$ cat src/rtl/pkt_merge_pkg.sv
// Shared definitions for the packet merge arbiter: one-hot FSM encodings and
// the ctrl-word framing predicates used by packet-framing blocks.
package pkt_merge_pkg;

  typedef logic [2:0] state_t;

  localparam state_t IDLE = 3'b001;
  localparam state_t HDR  = 3'b010;
  localparam state_t BODY = 3'b100;

  // Widest ctrl bus the predicates accept; narrower buses are zero-extended.
  localparam int CTRL_MAX = 64;

  // A nonzero ctrl word leads the packet until the first body word is seen.
  function automatic logic is_hdr(input logic [CTRL_MAX-1:0] ctrl, input logic in_body);
    return (ctrl != '0) && !in_body;
  endfunction

  // After body words have started, the next nonzero ctrl word closes the packet.
  function automatic logic is_eop(input logic [CTRL_MAX-1:0] ctrl, input logic in_body);
    return (ctrl != '0) && in_body;
  endfunction

  function automatic logic [1:0] src_onehot(input logic src);
    return src ? 2'b10 : 2'b01;
  endfunction

endpackage

$ cat src/rtl/fallthrough_small_fifo.sv
// Small fall-through FIFO: head word visible on dout_o the cycle after it is written.
// nearly_full_o asserts with one free slot left so writers have a cycle of slack.
module fallthrough_small_fifo #(
  parameter int WIDTH          = 72,
  parameter int MAX_DEPTH_BITS = 2
) (
  input  logic             clk,
  input  logic             reset,
  input  logic [WIDTH-1:0] din_i,
  input  logic             wr_en_i,
  input  logic             rd_en_i,
  output logic [WIDTH-1:0] dout_o,
  output logic             nearly_full_o,
  output logic             empty_o
);

  localparam int DEPTH = 1 << MAX_DEPTH_BITS;
  localparam logic [MAX_DEPTH_BITS:0]   FULL_LEVEL = (MAX_DEPTH_BITS+1)'(DEPTH);
  localparam logic [MAX_DEPTH_BITS:0]   NF_LEVEL   = (MAX_DEPTH_BITS+1)'(DEPTH - 1);
  localparam logic [MAX_DEPTH_BITS:0]   CNT_ONE    = 1;
  localparam logic [MAX_DEPTH_BITS-1:0] PTR_ONE    = 1;

  logic [WIDTH-1:0]          mem_q [DEPTH];
  logic [MAX_DEPTH_BITS-1:0] wr_ptr_q, rd_ptr_q;
  logic [MAX_DEPTH_BITS:0]   count_q, count_d;
  logic                      do_wr, do_rd;

  assign do_wr = wr_en_i && (count_q != FULL_LEVEL);
  assign do_rd = rd_en_i && (count_q != '0);

  always_comb begin
    count_d = count_q;
    if (do_wr && !do_rd) count_d = count_q + CNT_ONE;
    else if (!do_wr && do_rd) count_d = count_q - CNT_ONE;
  end

  always_ff @(posedge clk) begin
    if (reset) begin
      wr_ptr_q <= '0;
      rd_ptr_q <= '0;
      count_q  <= '0;
    end else begin
      if (do_wr) wr_ptr_q <= wr_ptr_q + PTR_ONE;
      if (do_rd) rd_ptr_q <= rd_ptr_q + PTR_ONE;
      count_q <= count_d;
    end
  end

  always_ff @(posedge clk) begin
    if (do_wr) mem_q[wr_ptr_q] <= din_i;
  end

  assign dout_o        = mem_q[rd_ptr_q];
  assign empty_o       = (count_q == '0);
  assign nearly_full_o = (count_q >= NF_LEVEL);

endmodule

$ cat src/rtl/pkt_merge_arb.sv
// Round-robin packet-granular merge of the pass-through and probe streams onto one
// output; words forward combinationally from the owner FIFO head, gated by out_rdy.
module pkt_merge_arb
  import pkt_merge_pkg::*;
#(
  parameter int DATA_WIDTH      = 64,
  parameter int CTRL_WIDTH      = DATA_WIDTH / 8,
  parameter int FIFO_DEPTH_BITS = 2
) (
  input  logic                  clk,
  input  logic                  reset,
  input  logic [DATA_WIDTH-1:0] in0_data,
  input  logic [CTRL_WIDTH-1:0] in0_ctrl,
  input  logic                  in0_wr,
  output logic                  in0_rdy,
  input  logic [DATA_WIDTH-1:0] in1_data,
  input  logic [CTRL_WIDTH-1:0] in1_ctrl,
  input  logic                  in1_wr,
  output logic                  in1_rdy,
  output logic [DATA_WIDTH-1:0] out_data,
  output logic [CTRL_WIDTH-1:0] out_ctrl,
  output logic                  out_wr,
  input  logic                  out_rdy,
  output logic [1:0]            pkt_done,
  output logic [1:0]            cur_src
);

  localparam int W = CTRL_WIDTH + DATA_WIDTH;

  logic [W-1:0]          head0, head1, head;
  logic                  empty0, empty1, nf0, nf1, rd0, rd1;
  logic [CTRL_WIDTH-1:0] head_ctrl;
  logic [DATA_WIDTH-1:0] head_data;
  logic                  sel, sel_ne, in_body, eop;

  state_t state_q, state_d;
  logic   owner_q, owner_d;
  logic   last_q, last_d;

  fallthrough_small_fifo #(.WIDTH(W), .MAX_DEPTH_BITS(FIFO_DEPTH_BITS)) u_fifo0 (
    .clk           (clk),
    .reset         (reset),
    .din_i         ({in0_ctrl, in0_data}),
    .wr_en_i       (in0_wr),
    .rd_en_i       (rd0),
    .dout_o        (head0),
    .nearly_full_o (nf0),
    .empty_o       (empty0)
  );

  fallthrough_small_fifo #(.WIDTH(W), .MAX_DEPTH_BITS(FIFO_DEPTH_BITS)) u_fifo1 (
    .clk           (clk),
    .reset         (reset),
    .din_i         ({in1_ctrl, in1_data}),
    .wr_en_i       (in1_wr),
    .rd_en_i       (rd1),
    .dout_o        (head1),
    .nearly_full_o (nf1),
    .empty_o       (empty1)
  );

  assign in0_rdy = !nf0;
  assign in1_rdy = !nf1;

  // In IDLE the arbitration winner is selected so its first word goes out this cycle.
  always_comb begin
    if (state_q == IDLE) begin
      if (!empty0 && !empty1) sel = ~last_q;
      else                    sel = empty0;
    end else begin
      sel = owner_q;
    end
    sel_ne = sel ? !empty1 : !empty0;
    head   = sel ? head1 : head0;
    {head_ctrl, head_data} = head;
  end

  assign out_wr   = sel_ne && out_rdy;
  assign rd0      = out_wr && !sel;
  assign rd1      = out_wr && sel;
  assign out_data = out_wr ? head_data : '0;
  assign out_ctrl = out_wr ? head_ctrl : '0;

  assign in_body  = (state_q == BODY);
  assign eop      = out_wr && is_eop(CTRL_MAX'(head_ctrl), in_body);
  assign pkt_done = eop ? src_onehot(owner_q) : 2'b00;
  assign cur_src  = (state_q == IDLE) ? 2'b00 : src_onehot(owner_q);

  always_comb begin
    state_d = state_q;
    owner_d = owner_q;
    last_d  = last_q;
    if (out_wr) begin
      case (state_q)
        IDLE: begin
          owner_d = sel;
          state_d = is_hdr(CTRL_MAX'(head_ctrl), 1'b0) ? HDR : BODY;
        end
        HDR: begin
          if (!is_hdr(CTRL_MAX'(head_ctrl), 1'b0)) state_d = BODY;
        end
        BODY: begin
          if (eop) begin
            last_d  = owner_q;
            state_d = IDLE;
          end
        end
        default: state_d = IDLE;
      endcase
    end
  end

  // last resets to input 1 so input 0 takes the first tie.
  always_ff @(posedge clk) begin
    if (reset) begin
      state_q <= IDLE;
      owner_q <= 1'b0;
      last_q  <= 1'b1;
    end else begin
      state_q <= state_d;
      owner_q <= owner_d;
      last_q  <= last_d;
    end
  end

endmodule

$ cat config.mk
export PLATFORM = sky130hd
export DESIGN_NAME = pkt_merge_arb
export DESIGN_NICKNAME = d
export VERILOG_FILES = /design/src/rtl/pkt_merge_pkg.sv /design/src/rtl/fallthrough_small_fifo.sv /design/src/rtl/pkt_merge_arb.sv
export SDC_FILE = /design/constraint.sdc
export NUM_CORES = 1
export LEC_CHECK = 0
export CORE_ASPECT_RATIO = 0.9
export CORE_UTILIZATION = 50
export DETAILED_ROUTE_END_ITERATION = 10
export PLACE_DENSITY = 0.76
export SKIP_LAST_GASP = 1
export SYNTH_ARGS = -nofsm -noshare
export SYNTH_HDL_FRONTEND = slang
export SYNTH_SLANG_ARGS = --single-unit
$ cat constraint.sdc
create_clock -name clk -period 4.25 [get_ports clk]
set_clock_uncertainty 0.15 [all_clocks]
set_input_delay 0.425 -clock clk [delete_from_list [all_inputs] [get_ports clk]]
set_output_delay 0.425 -clock clk [all_outputs]
set_load 0.02 [all_outputs]
# Word-level counts from Yosys, hierarchy flattened
# Memories as Yosys holds them, arrays and structs flattened. A register that Yosys moved wholly into a read port is not among the register bits.
# Index checks and enable logic that the tools add are counted.
op_classes:
  n_addsub: 8
  magnitude_cmp: 2
  n_eq_ne: 7
  muxes: 25
  n_bitwise: 1
  reduce_logical: 33
ops:
  columns: ["cell", "n"]
  rows:
  - ["$mux W72", 1]
  - ["$mux W64", 1]
  - ["$mux W3", 7]
  - ["$logic_and A1 B1 Y1", 14]
  - ["$mux W2", 7]
  - ["$logic_not A1 Y1", 9]
  - ["$pmux W3 S3", 1]
  - ["$add A2 B1 Y2 const B", 4]
  - ["$mux W8", 1]
  - ["$reduce_bool A8 Y1", 1]
  - ["$mux W1", 7]
  - ["$add A3 B1 Y3 const B", 2]
  - ["$ge A3 B2 Y1 const B", 2]
  - ["$logic_not A3 Y1", 2]
  - ["$ne A3 B3 Y1 const B", 2]
  - ["$reduce_and A3 Y1", 2]
  - ["$reduce_bool A3 Y1", 2]
  - ["$sub A3 B1 Y3 const B", 2]
  - ["$reduce_bool A2 Y1", 2]
  - ["$eq A3 B1 Y1 const B", 1]
  - ["$eq A3 B2 Y1 const B", 1]
  - ["$eq A3 B3 Y1 const B", 1]
  - ["$ne A2 B1 Y1 const B", 1]
  - ["$ne A2 B2 Y1 const B", 1]
  - ["2 further kinds", 2]
totals:
  ff_bits: 19
  mem_bits_rw: 576
  in_bits: 149
  elab_cells: 87
  mem_count: 2
mem_list:
  columns: ["memory", "depth", "word_bits", "read_ports", "rd_clocked_by_memory_dff", "wr", "line_no", "rtl"]
  rows:
  - ["u_fifo0.mem_q", 4, 72, 1, 1, 1, "fallthrough_small_fifo.sv:23", "logic [WIDTH-1:0] mem_q [DEPTH];"]
  - ["u_fifo1.mem_q", 4, 72, 1, 1, 1, "fallthrough_small_fifo.sv:23", null]

# Longest topological paths before layout
# Gate-level depths: netlist of run 1.
depth:
  word_depth: 12
  depth_mapped: 13
  depth_no_buf: 10

# Cells and area by module
# Synthesis of run 1 repeated with hierarchy kept, for this count alone.
unflattened:
  hier_cells: 996
  area_unflattened_um2: 23012.1
modules_own_cells:
  columns: ["module", "n_inst", "cells_per_inst", "area_each_um2"]
  rows:
  - ["fallthrough_small_fifo", 2, 424, 10935.5]
  - ["pkt_merge_arb", 1, 148, 1141.1]

# Least setup slack after synthesis of run 1
# No wires, ideal clock.
synth_timing:
  path_type: "reg2reg"
  start: "register u_fifo1.count_q[0]"
  end: "memory u_fifo1.mem_q[0][0] (enable)"
  setup_ps: 438
  arrival_time_ps: 2603
  slack_ps: 1059
  path_stages_with_launch: 4
  cell_sequence: "dfxtp_1 > nor2_1 > a21boi_1 > and2_1"
synth_between:
  elab_chain_cells: 4
synth_lines:
  columns: ["element", "line_no", "rtl"]
  rows:
  - ["start: declaration", "fallthrough_small_fifo.sv:25", "logic [MAX_DEPTH_BITS:0] count_q, count_d;"]
  - ["start signal: assignment", "fallthrough_small_fifo.sv:45", "count_q <= count_d;"]
  - ["$ne A3 B3 Y1", "fallthrough_small_fifo.sv:28", "assign do_wr = wr_en_i && (count_q != FULL_LEVEL);"]
  - ["$logic_and A1 B1 Y1", "fallthrough_small_fifo.sv:28", null]
  - ["net u_fifo1.do_wr", "fallthrough_small_fifo.sv:26", "logic do_wr, do_rd;"]
  - ["$mux W1", "fallthrough_small_fifo.sv:50", "if (do_wr) mem_q[wr_ptr_q] <= din_i;"]
  - ["$mux W1 (implied by the code)", "fallthrough_small_fifo.sv:50", null]
  - ["end: declaration", "fallthrough_small_fifo.sv:23", null]
# The timed path passes the listed nets, and every way through them passes these cells.

# Worst setup path after layout of run 1
layout_timing:
  start: "register state_q[0]"
  end: "output out_data[38]"
layout_between:
  elab_chain_cells: 5
  word_cells_on_any_way: 6
layout_lines:
  columns: ["element", "line_no", "rtl"]
  rows:
  - ["start: declaration", "pkt_merge_arb.sv:36", "state_t state_q, state_d;"]
  - ["start signal: assignment", "pkt_merge_arb.sv:120", "state_q <= state_d;"]
  - ["$eq A3 B1 Y1 *", "pkt_merge_arb.sv:67", "if (state_q == IDLE) begin"]
  - ["$mux W1 *", "pkt_merge_arb.sv:67", null]
  - ["$mux W1", "pkt_merge_arb.sv:73", "sel_ne = sel ? !empty1 : !empty0;"]
  - ["$logic_and A1 B1 Y1", "pkt_merge_arb.sv:78", "assign out_wr = sel_ne && out_rdy;"]
  - ["$mux W64 *", "pkt_merge_arb.sv:81", "assign out_data = out_wr ? head_data : '0;"]
  - ["end: declaration", "pkt_merge_arb.sv:20", "output logic [DATA_WIDTH-1:0] out_data,"]
# Every way passes the cells marked *; elsewhere a longest branch is shown, timed or not.

==> impl_summary.md, run 1 <==
Global route
Global routing consumed, on the met2 layer, 34.3% of the routing resources. The number of antenna violations at the first check in global routing is 10. The met1 usage is 28.9%. The number of global-route vias before repair is 11.5k. Global routing consumed, over all layers together, 21.2% of the routing resources. In the global route stage, met3 resource usage came out at 5.75%. The global-route wire length before repair is 71500 um.

For this run the aggregate overflow at the end of global routing stands at 0. The pin count of the biggest net entering global routing is 67. The layer with the highest usage is met2.

Placement
The quantity of I/O buffers inserted on ports is 227. The HPWL after detailed placement is 28400 um. Timing analysis after detailed placement gives a worst setup slack of 0.730 ns. The number of instances in the placed design is 1803. In this run the cell area measured after placement is 0.0258 mm2. The congestion estimate from routability-driven global placement came to 0.836.

Critical path
The count of buffering cells on the critical path with inverters included is 5. STA classifies the critical path endpoint as a primary output. At the worst endpoint, the arrival time is 3.39 ns. STA classifies the critical path startpoint as a flip-flop. The maximum cell stage delay along the critical path is 0.63 ns. The kind of cell adding the most delay to the critical path is buffers and inverters. The critical path goes through nor3b_2 -> buf_4 -> o211ai_1 -> buf_4 -> buf_4 -> a21boi_4 -> buf_4 -> a22o_1 -> clkdlybuf4s50_1. Among all stages on the critical path, the largest delay is contributed by sky130_fd_sc_hd__clkdlybuf4s50_1. The cell type with the highest occurrence count on the critical path is sky130_fd_sc_hd__buf_4. The kind of critical path is reg -> out. STA puts the critical path data required time at 3.67 ns. Along the worst path, the maximum fanout reaches 32.

Clock tree
For this design, the sink count on the clock tree is 599. The maximum buffer depth of the clock tree is 3. Clock-pin slew was measured on the worst setup and hold paths at 0.06 ns.

The clock latency at the later pin of the worst-skew pair is 0.60 ns. TritonCTS built the clock tree. The library cell used as clock root buffer is sky130_fd_sc_hd__clkbuf_16. The H-tree was split into 2 levels. Counting the buffers created by CTS gives 58.

Drt
The via-per-instance ratio is 5.84. The routed design has 49600 um of wire. The routed length per placed instance is 25.9 um. The count of vias placed by the detailed router is 11.2k. For this run, design rule violations remaining after detail routing come to 0. The number of detailed-routing iterations run before antenna repair is 5. The number of violations reported at the end of detailed-routing iteration 0 is 1030. The count of nets left with antenna violations once routing finished came out at 0.

Timing
The share of the clock period used by the worst path after layout is 93.3%. The max-slew violation count came to 0. Setup slack on the critical path of the routed design comes to 0.283 ns.

Setup repair after global routing left no endpoint under its margin. At the pin with the least slew margin, the transition time is 0.891 ns. The routed design could run at a clock period as short as 3.97 ns.

Measured against its own limit, the worst slew margin works out to 40.4%. The maximum clock frequency is 252 MHz. The number of hold violations in the final report is 0. The total of endpoints with negative setup slack in the final report is 0. The sum of negative setup slack is 0 ns.

Logic synthesis
The cell type with the largest total area after synthesis is sky130_fd_sc_hd__edfxtp_1. When the netlist entered floorplanning its net count stood at 1168. Synthesis inferred 599 register bits. Of the post-synthesis cell area, the dominant cell type holds 76.1%. Ranked by total cell area, the synthesized netlist is headed by sky130_fd_sc_hd__edfxtp_1 (76%), sky130_fd_sc_hd__mux4_2 (14%), sky130_fd_sc_hd__a22o_1 (2.5%).

The number of library cell types mapped by synthesis is 45. The average size of a mapped cell is 22.6 um2. The post-synthesis instance total is 1007.

The synthesized netlist occupies a cell area of 0.0227 mm2. For this run, the number of Yosys warnings is 0. The proportion of synthesized chip area in sequential cells is 78.1%.

Cells and area
The count of non-filler cells in the finished layout is 1915. The most common cell after layout, fill and taps aside is sky130_fd_sc_hd__edfxtp_1. From synthesis to final layout, the design area changed by 21.6%. The library cells used most frequently in the layout, excluding fill and tap cells, are sky130_fd_sc_hd__edfxtp_1 (576), sky130_fd_sc_hd__clkdlybuf4s50_1 (227), sky130_fd_sc_hd__mux4_2 (140). The final non-filler cell area is 0.0277 mm2. The share of final-layout standard cells stronger than drive strength 1 is 19.7%. For this run, the post-layout net count is 1428. The filler cells instantiated in the layout total 3035.

Floorplan
The number of placement rows is 73. The count of boundary I/O pins is 228. Once the floorplan was initialized, standard cells occupied 51.1% of the core. Measured along the y axis, the die boundary spans 204 um. The die is 227 um wide.

The area inside the core boundary is 0.0445 mm2. The die covers 0.0463 mm2.

Power
IR analysis of the VDD net gives a maximum drop of 0.448 mV. For this design the ratio of total power to cell area is 644 mW/mm2. The leakage power summed over all cells is 8.74 nW.

The total power of the final layout is 17.8 mW.

Min path
The worst hold path belongs to the class in -> reg.

Job
The max-cap violation count is 0.

Run status
The flow ran to the end, and the final reports show no timing, DRC or antenna violations.
==> cell type report <==
class	instances	area (um2)	share of cell area, %
Timing Repair Buffer	248	2530	9.16
Clock inverter	39	264	0.955
Sequential cell	599	17800	64.3
Antenna cell	2	5.00	0.0181
Multi-Input combinational cell	346	4770	17.2
Inverter	14	52.6	0.190
Clock buffer	67	1510	5.45
Tap cell	600	751	2.71
==> synth_stat cells, drive strengths merged <==
cell     instances
nor3b            1
a211oi           1
dfxtp           23
nor2b            1
mux4           144
a31oi            1
or2              1
nor2            21
o31ai            1
nand4            2
o2111ai          1
nand2           21
a2111oi          2
fa               2
nand2b           1
a22o            64
a21oi           16
ha              10
mux2i            6
o221ai           1
and4             1
clkbuf          20
nor3             3
a311oi           1
o211a            1
a21boi           3
xor2             5
and2             9
edfxtp         576
o21bai           1
o21ai            5
or3              5
nor4             4
o31a             1
xnor2            3
inv             14
buf             30
a21o             1
o211ai           4
==> logic make-up (layout without fill, tap and decap cells) <==
kind of cell    Yosys count  count (layout)  synth area share, %
xor+xnor                  8               8                0.308
other cells               0               2                    0
compound gates          104             104                 3.62
buf+inv                  64             368                 1.19
simple gates             70              72                 1.49
fa+ha+maj                12              12                0.726
mux                     150             150                 14.6
flops                   599             599                 78.1
==> metrics by stage <==
step | hold slack, ns | util (%)
2_1_floorplan | 0.304 | -
3_5_place_dp | 0.315 | 58.1
5_1_grt | 0.278 | 62.2
4_1_cts | 0.261 | 62.1
3_3_place_gp | 0.311 | 58.1
6_report | 0.304 | 62.2
==> layer usage <==
| layer | wire length, um | part of all wire (%) |
|---|---|---|
| met5 | 121 | 0.24 |
| met4 | 718 | 1.4 |
| met3 | 3600 | 7.3 |
| met2 | 24900 | 50 |
| met1 | 20200 | 41 |
==> power breakdown <==
group | internal, mW | switching, mW | leakage, nW
clock network | 2.71 | 2.12 | 0.863
registers | 7.18 | 0.243 | 5.47
logic | 2.53 | 3.04 | 2.41
==> worst reg2reg max path, stage by stage (launching register included) <==
cell and delay, ns:
sky130_fd_sc_hd__dfxtp_1 0.44, sky130_fd_sc_hd__nor3b_2 0.21, sky130_fd_sc_hd__buf_4 0.18, sky130_fd_sc_hd__or2_2 0.29, sky130_fd_sc_hd__and4_4 0.67, sky130_fd_sc_hd__inv_1 0.20
sky130_fd_sc_hd__ha_1 0.26, sky130_fd_sc_hd__inv_1 0.07, sky130_fd_sc_hd__fa_1 0.18, sky130_fd_sc_hd__xor2_1 0.08, sky130_fd_sc_hd__or3_1 0.31, sky130_fd_sc_hd__a21oi_1 0.14
==> worst paths after layout <==
kind / start / end / slack [ns] / cells past startpoint
worst max-delay path: state_q[0] / out_data[38] / 0.28 / 9
worst min register to register: u_fifo1.rd_ptr_q[0] / flip-flop / 0.33 / 2
worst min-delay path: in1_data[27] / u_fifo1.mem_q[0][27] / 0.30 / 1
worst max register to register: state_q[0] / u_fifo1.count_q[2] / 0.96 / 11
==> what timing repair did <==
action | CTS | global route
hold buffers | 0 | 0
setup endpoints to repair | 0 | 4
gates resized for setup | 0 | 2
buffers inserted | 0 | 2
==> flip-flops by register name, summed over array words and instances (netlist names), named ones only <==
name              flops
last_q                1
owner_q               1
state_q               3
u_fifo0.count_q       3
u_fifo0.mem_q       288
u_fifo0.rd_ptr_q      2
u_fifo0.wr_ptr_q      2
u_fifo1.count_q       3
u_fifo1.mem_q       288
u_fifo1.rd_ptr_q      2
u_fifo1.wr_ptr_q      2
Note: power is estimated with default switching activity, not from simulation.
==> run 2, diff against run 1 <==
--- a/config.mk
+++ b/config.mk
@@ -6,9 +6,9 @@
 export NUM_CORES = 1
 export LEC_CHECK = 0
 export CORE_ASPECT_RATIO = 0.9
-export CORE_UTILIZATION = 50
+export CORE_UTILIZATION = 40
 export DETAILED_ROUTE_END_ITERATION = 10
-export PLACE_DENSITY = 0.76
+export PLACE_DENSITY = 0.64
 export SKIP_LAST_GASP = 1
 export SYNTH_ARGS = -nofsm -noshare
 export SYNTH_HDL_FRONTEND = slang
==> run 2 against run 1 <==
First-iteration DRC count is 2.3% higher. Clock power is 8.9% higher. Non-clock buffer count grew 4. Final area grew 1.6%. Critical path depth shrank 3. Die area is 25% higher. Via count decreased by 0.28%. Global-route usage down 3.3 points. Cell count rose by 8.7%. Register-to-register slack lost 0.03 ns. Worst hold slack got worse by 0.010 ns.
==> impl_summary.md, run 2 (synthesized netlist as in run 1, its figures left out) <==
Run status
The run finished with clean final reports.

Global route
The number of global-route vias before repair is 11.7k (+1.7%). The global-route wire length before repair was 75500 um (+5.6%). The number of antenna violations at the first check in global routing was 12 (+2). The total grt overflow is 0 (unchanged). The global-route usage over all layers came to 18.0% (-3.3 points).

The pin count of the biggest net entering global routing is 67 (unchanged).

Floorplan
The die area is 0.0578 mm2 (+25%). The count of boundary I/O pins is 228 (unchanged). The height of the die is 228 um (+12%). The area inside the core boundary is 0.0559 mm2 (+26%). The width of the die is 253 um (+12%). The number of placement rows was 82 (+12%).

The initial core utilization is 40.7% (-10 points).

Placement
The HPWL after detailed placement is 30200 um (+6.5%). The quantity of I/O buffers inserted on ports was 227 (unchanged). The last weighted congestion value of the routability-driven placer came to 0.741 (-11%).

Cells and area
The top cell types in the final layout, fill and taps aside, are sky130_fd_sc_hd__edfxtp_1 (576), sky130_fd_sc_hd__clkdlybuf4s50_1 (227), sky130_fd_sc_hd__mux4_2 (140). The post-route core utilization came to 50.3% (-12 points). The largest registers in the layout are u_fifo0.mem_q x288, u_fifo1.mem_q x288. The final net count came to 1433 (+0.35%).

The filler cell count is 4461 (+47%). The most common cell after layout, fill and taps aside is sky130_fd_sc_hd__edfxtp_1. The share of final-layout standard cells stronger than drive strength 1 is 20.1% (+0.40 points). The layout overhead on the synthesized area is 23.6%.

Critical path
STA classifies the critical path startpoint as a flip-flop. The count of buffering cells on the critical path with inverters included is 2 (-3). The worst reg-to-reg path cell count was 12 (+1). The cell family contributing the most delay on the critical path is simple AND/OR/NAND/NOR gates. The maximum cell stage delay along the critical path came to 0.65 ns (+0.02 ns). The signal arrival time at the worst endpoint was 3.43 ns (+0.04 ns). The worst register-to-register path begins at state_q[0]. Walking the worst path, the cells encountered are or3_1 -> o211ai_1 -> and4_4 -> buf_12 -> a22o_1 -> clkdlybuf4s50_1. STA classifies the critical path endpoint as a primary output. The slowest cell on the critical path is sky130_fd_sc_hd__clkdlybuf4s50_1. The critical path is of the reg -> out type.

The worst-path maximum fanout is 38 (+19%). The required time reported for the critical path endpoint came to 3.67 ns (about the same). The slack of the worst reg-to-reg path came to 0.93 ns (-0.03 ns). The endpoint identified for the worst register-to-register timing path is u_fifo1.count_q[2].

Drt
The routed length per placed instance is 24.8 um (-4.2%). The total detailed-routing wirelength is 51600 um (+4.1%). The via-per-instance ratio was 5.36 (-8.2%). The number of detailed-routing iterations run before antenna repair came to 4 (-1). The number of violations reported at the end of detailed-routing iteration 0 is 1054 (+2.3%). The remaining number of nets flagged by the antenna check after routing is 0 (unchanged). The remaining routing DRC violations is 0 (unchanged). The count of vias placed by the detailed router is 11.2k (-0.28%).

Clock tree
The number of buffers added to fix hold violations after cts was 0 (unchanged). TritonCTS built the clock tree. The maximum buffer depth of the clock tree is 3 (unchanged). The clock input transition at the sequential cells of the worst setup and hold paths is 0.06 ns (about the same). The clock sink count came to 599 (unchanged). The clock buffer count from CTS came to 60 (+3.4%). The level count of the clock H-tree is 2 (unchanged). The library cell used as clock root buffer is sky130_fd_sc_hd__clkbuf_16. The clock latency at the later pin of the worst-skew pair came to 0.61 ns (about the same).

Min path
The instance count along the most critical hold path is 1 (unchanged). The worst hold path begins at in0_data[56]. The classification of the worst-slack hold path is in -> reg. The worst-case hold path end point is u_fifo0.mem_q[2][56].

Timing
The relative slew slack was 35.3% (-5.1 points). The number of hold violations in the final report came to 0 (unchanged). The actual slew at the worst max-slew pin is 0.967 ns (+0.0760 ns). The sum of negative setup slack came to 0 ns (unchanged).

Setup repair after global routing left no endpoint under its margin. The final critical delay including setup and external delays is 4.00 ns (+0.0364 ns). The max-slew violation count is 0 (unchanged). The share of the clock period used by the worst path after layout is 94.2% (+0.86 points).

The total of endpoints with negative setup slack in the final report was 0 (unchanged). The maximum clock frequency is 250 MHz (-0.91%).

Job
The max-cap violation count is 0 (unchanged).

Power
The worst ir drop on vdd is 0.452 mV (+0.86%). The power per standard cell area was 651 mW/mm2 (+1.1%). The leakage power summed over all cells is 8.85 nW (+1.3%).
run 2: cell types whose count changed in the layout (fill, tap and decap cells not counted), sizes merged, moves of 2 or more:
cell and delta:
clkinv -5, buf +4, bufinv +4, clkbuf +9
clkinvlp -2
run 2: worst max-delay path by stage:
stage	startpoint	to	slack (ns)	cells after the start
floorplan	u_fifo1.count_q[0]	u_fifo1.mem_q[0][0]	1.06	3
global placement	flip-flop	pkt_done[0]	0.76	6
detailed placement	flip-flop	pkt_done[0]	0.73	6
CTS	flip-flop	pkt_done[0]	0.06	6
global route	flip-flop	pkt_done[0]	0.09	6
finish	u_fifo0.count_q[0]	out_data[59]	0.25	6
run 2: cell type report:
class | count | area, um2 | share of cell area (%)
clock buffer | 76 | 1600 | 5.71
inverter | 14 | 52.6 | 0.187
antenna | 3 | 7.51 | 0.0267
sequential | 599 | 17800 | 63.2
timing repair buffer | 252 | 2580 | 9.20
clock inverter | 36 | 369 | 1.31
multi-input combinational | 345 | 4760 | 17.0
tap | 756 | 946 | 3.37
run 2: repair_timing:
action | CTS | global route
endpoints found under the setup margin | 0 | 3
endpoints found under the hold margin | 0 | 0
gates resized for setup | 0 | 1
buffers inserted | 0 | 2
run 2: worst register-to-register path: stages, from the launching register on:
cell	delay, ns
sky130_fd_sc_hd__dfxtp_1	0.42
sky130_fd_sc_hd__nor3b_2	0.19
sky130_fd_sc_hd__buf_4	0.18
sky130_fd_sc_hd__o211ai_1	0.21
sky130_fd_sc_hd__buf_4	0.23
sky130_fd_sc_hd__and4_2	0.38
sky130_fd_sc_hd__inv_1	0.19
sky130_fd_sc_hd__ha_1	0.21
sky130_fd_sc_hd__inv_1	0.06
sky130_fd_sc_hd__fa_1	0.37
sky130_fd_sc_hd__xor2_1	0.18
sky130_fd_sc_hd__or3_1	0.31
sky130_fd_sc_hd__a21oi_1	0.14
run 2: metal layers:
layer  up-vias  routed length (um)  GRT usage (%)
li1       4832                   -              -
met1      5879               22400           24.9
met2       336               24900           28.6
met3        88                3270           4.03
met4        16                 923           4.81
met5         -                 109              0
run 2: power breakdown:
group	switching (mW)	internal, mW
sequential	0.270	7.18
clock	2.16	3.09
combinational	3.04	2.56
run 2: stage by stage:
step	total power [mW]	hold WS, ns	std cells	worst slack, ns	cell area (um2)
after floorplan	10.8	0.304	1007	1.06	22700
after global placement	13.1	0.314	1963	0.764	26100
after detailed placement	13.2	0.313	1963	0.730	26100
after CTS	18.4	0.248	2075	0.0645	28100
after global routing	19.0	0.278	2079	0.0908	28100
final	18.3	0.294	2081	0.247	28100
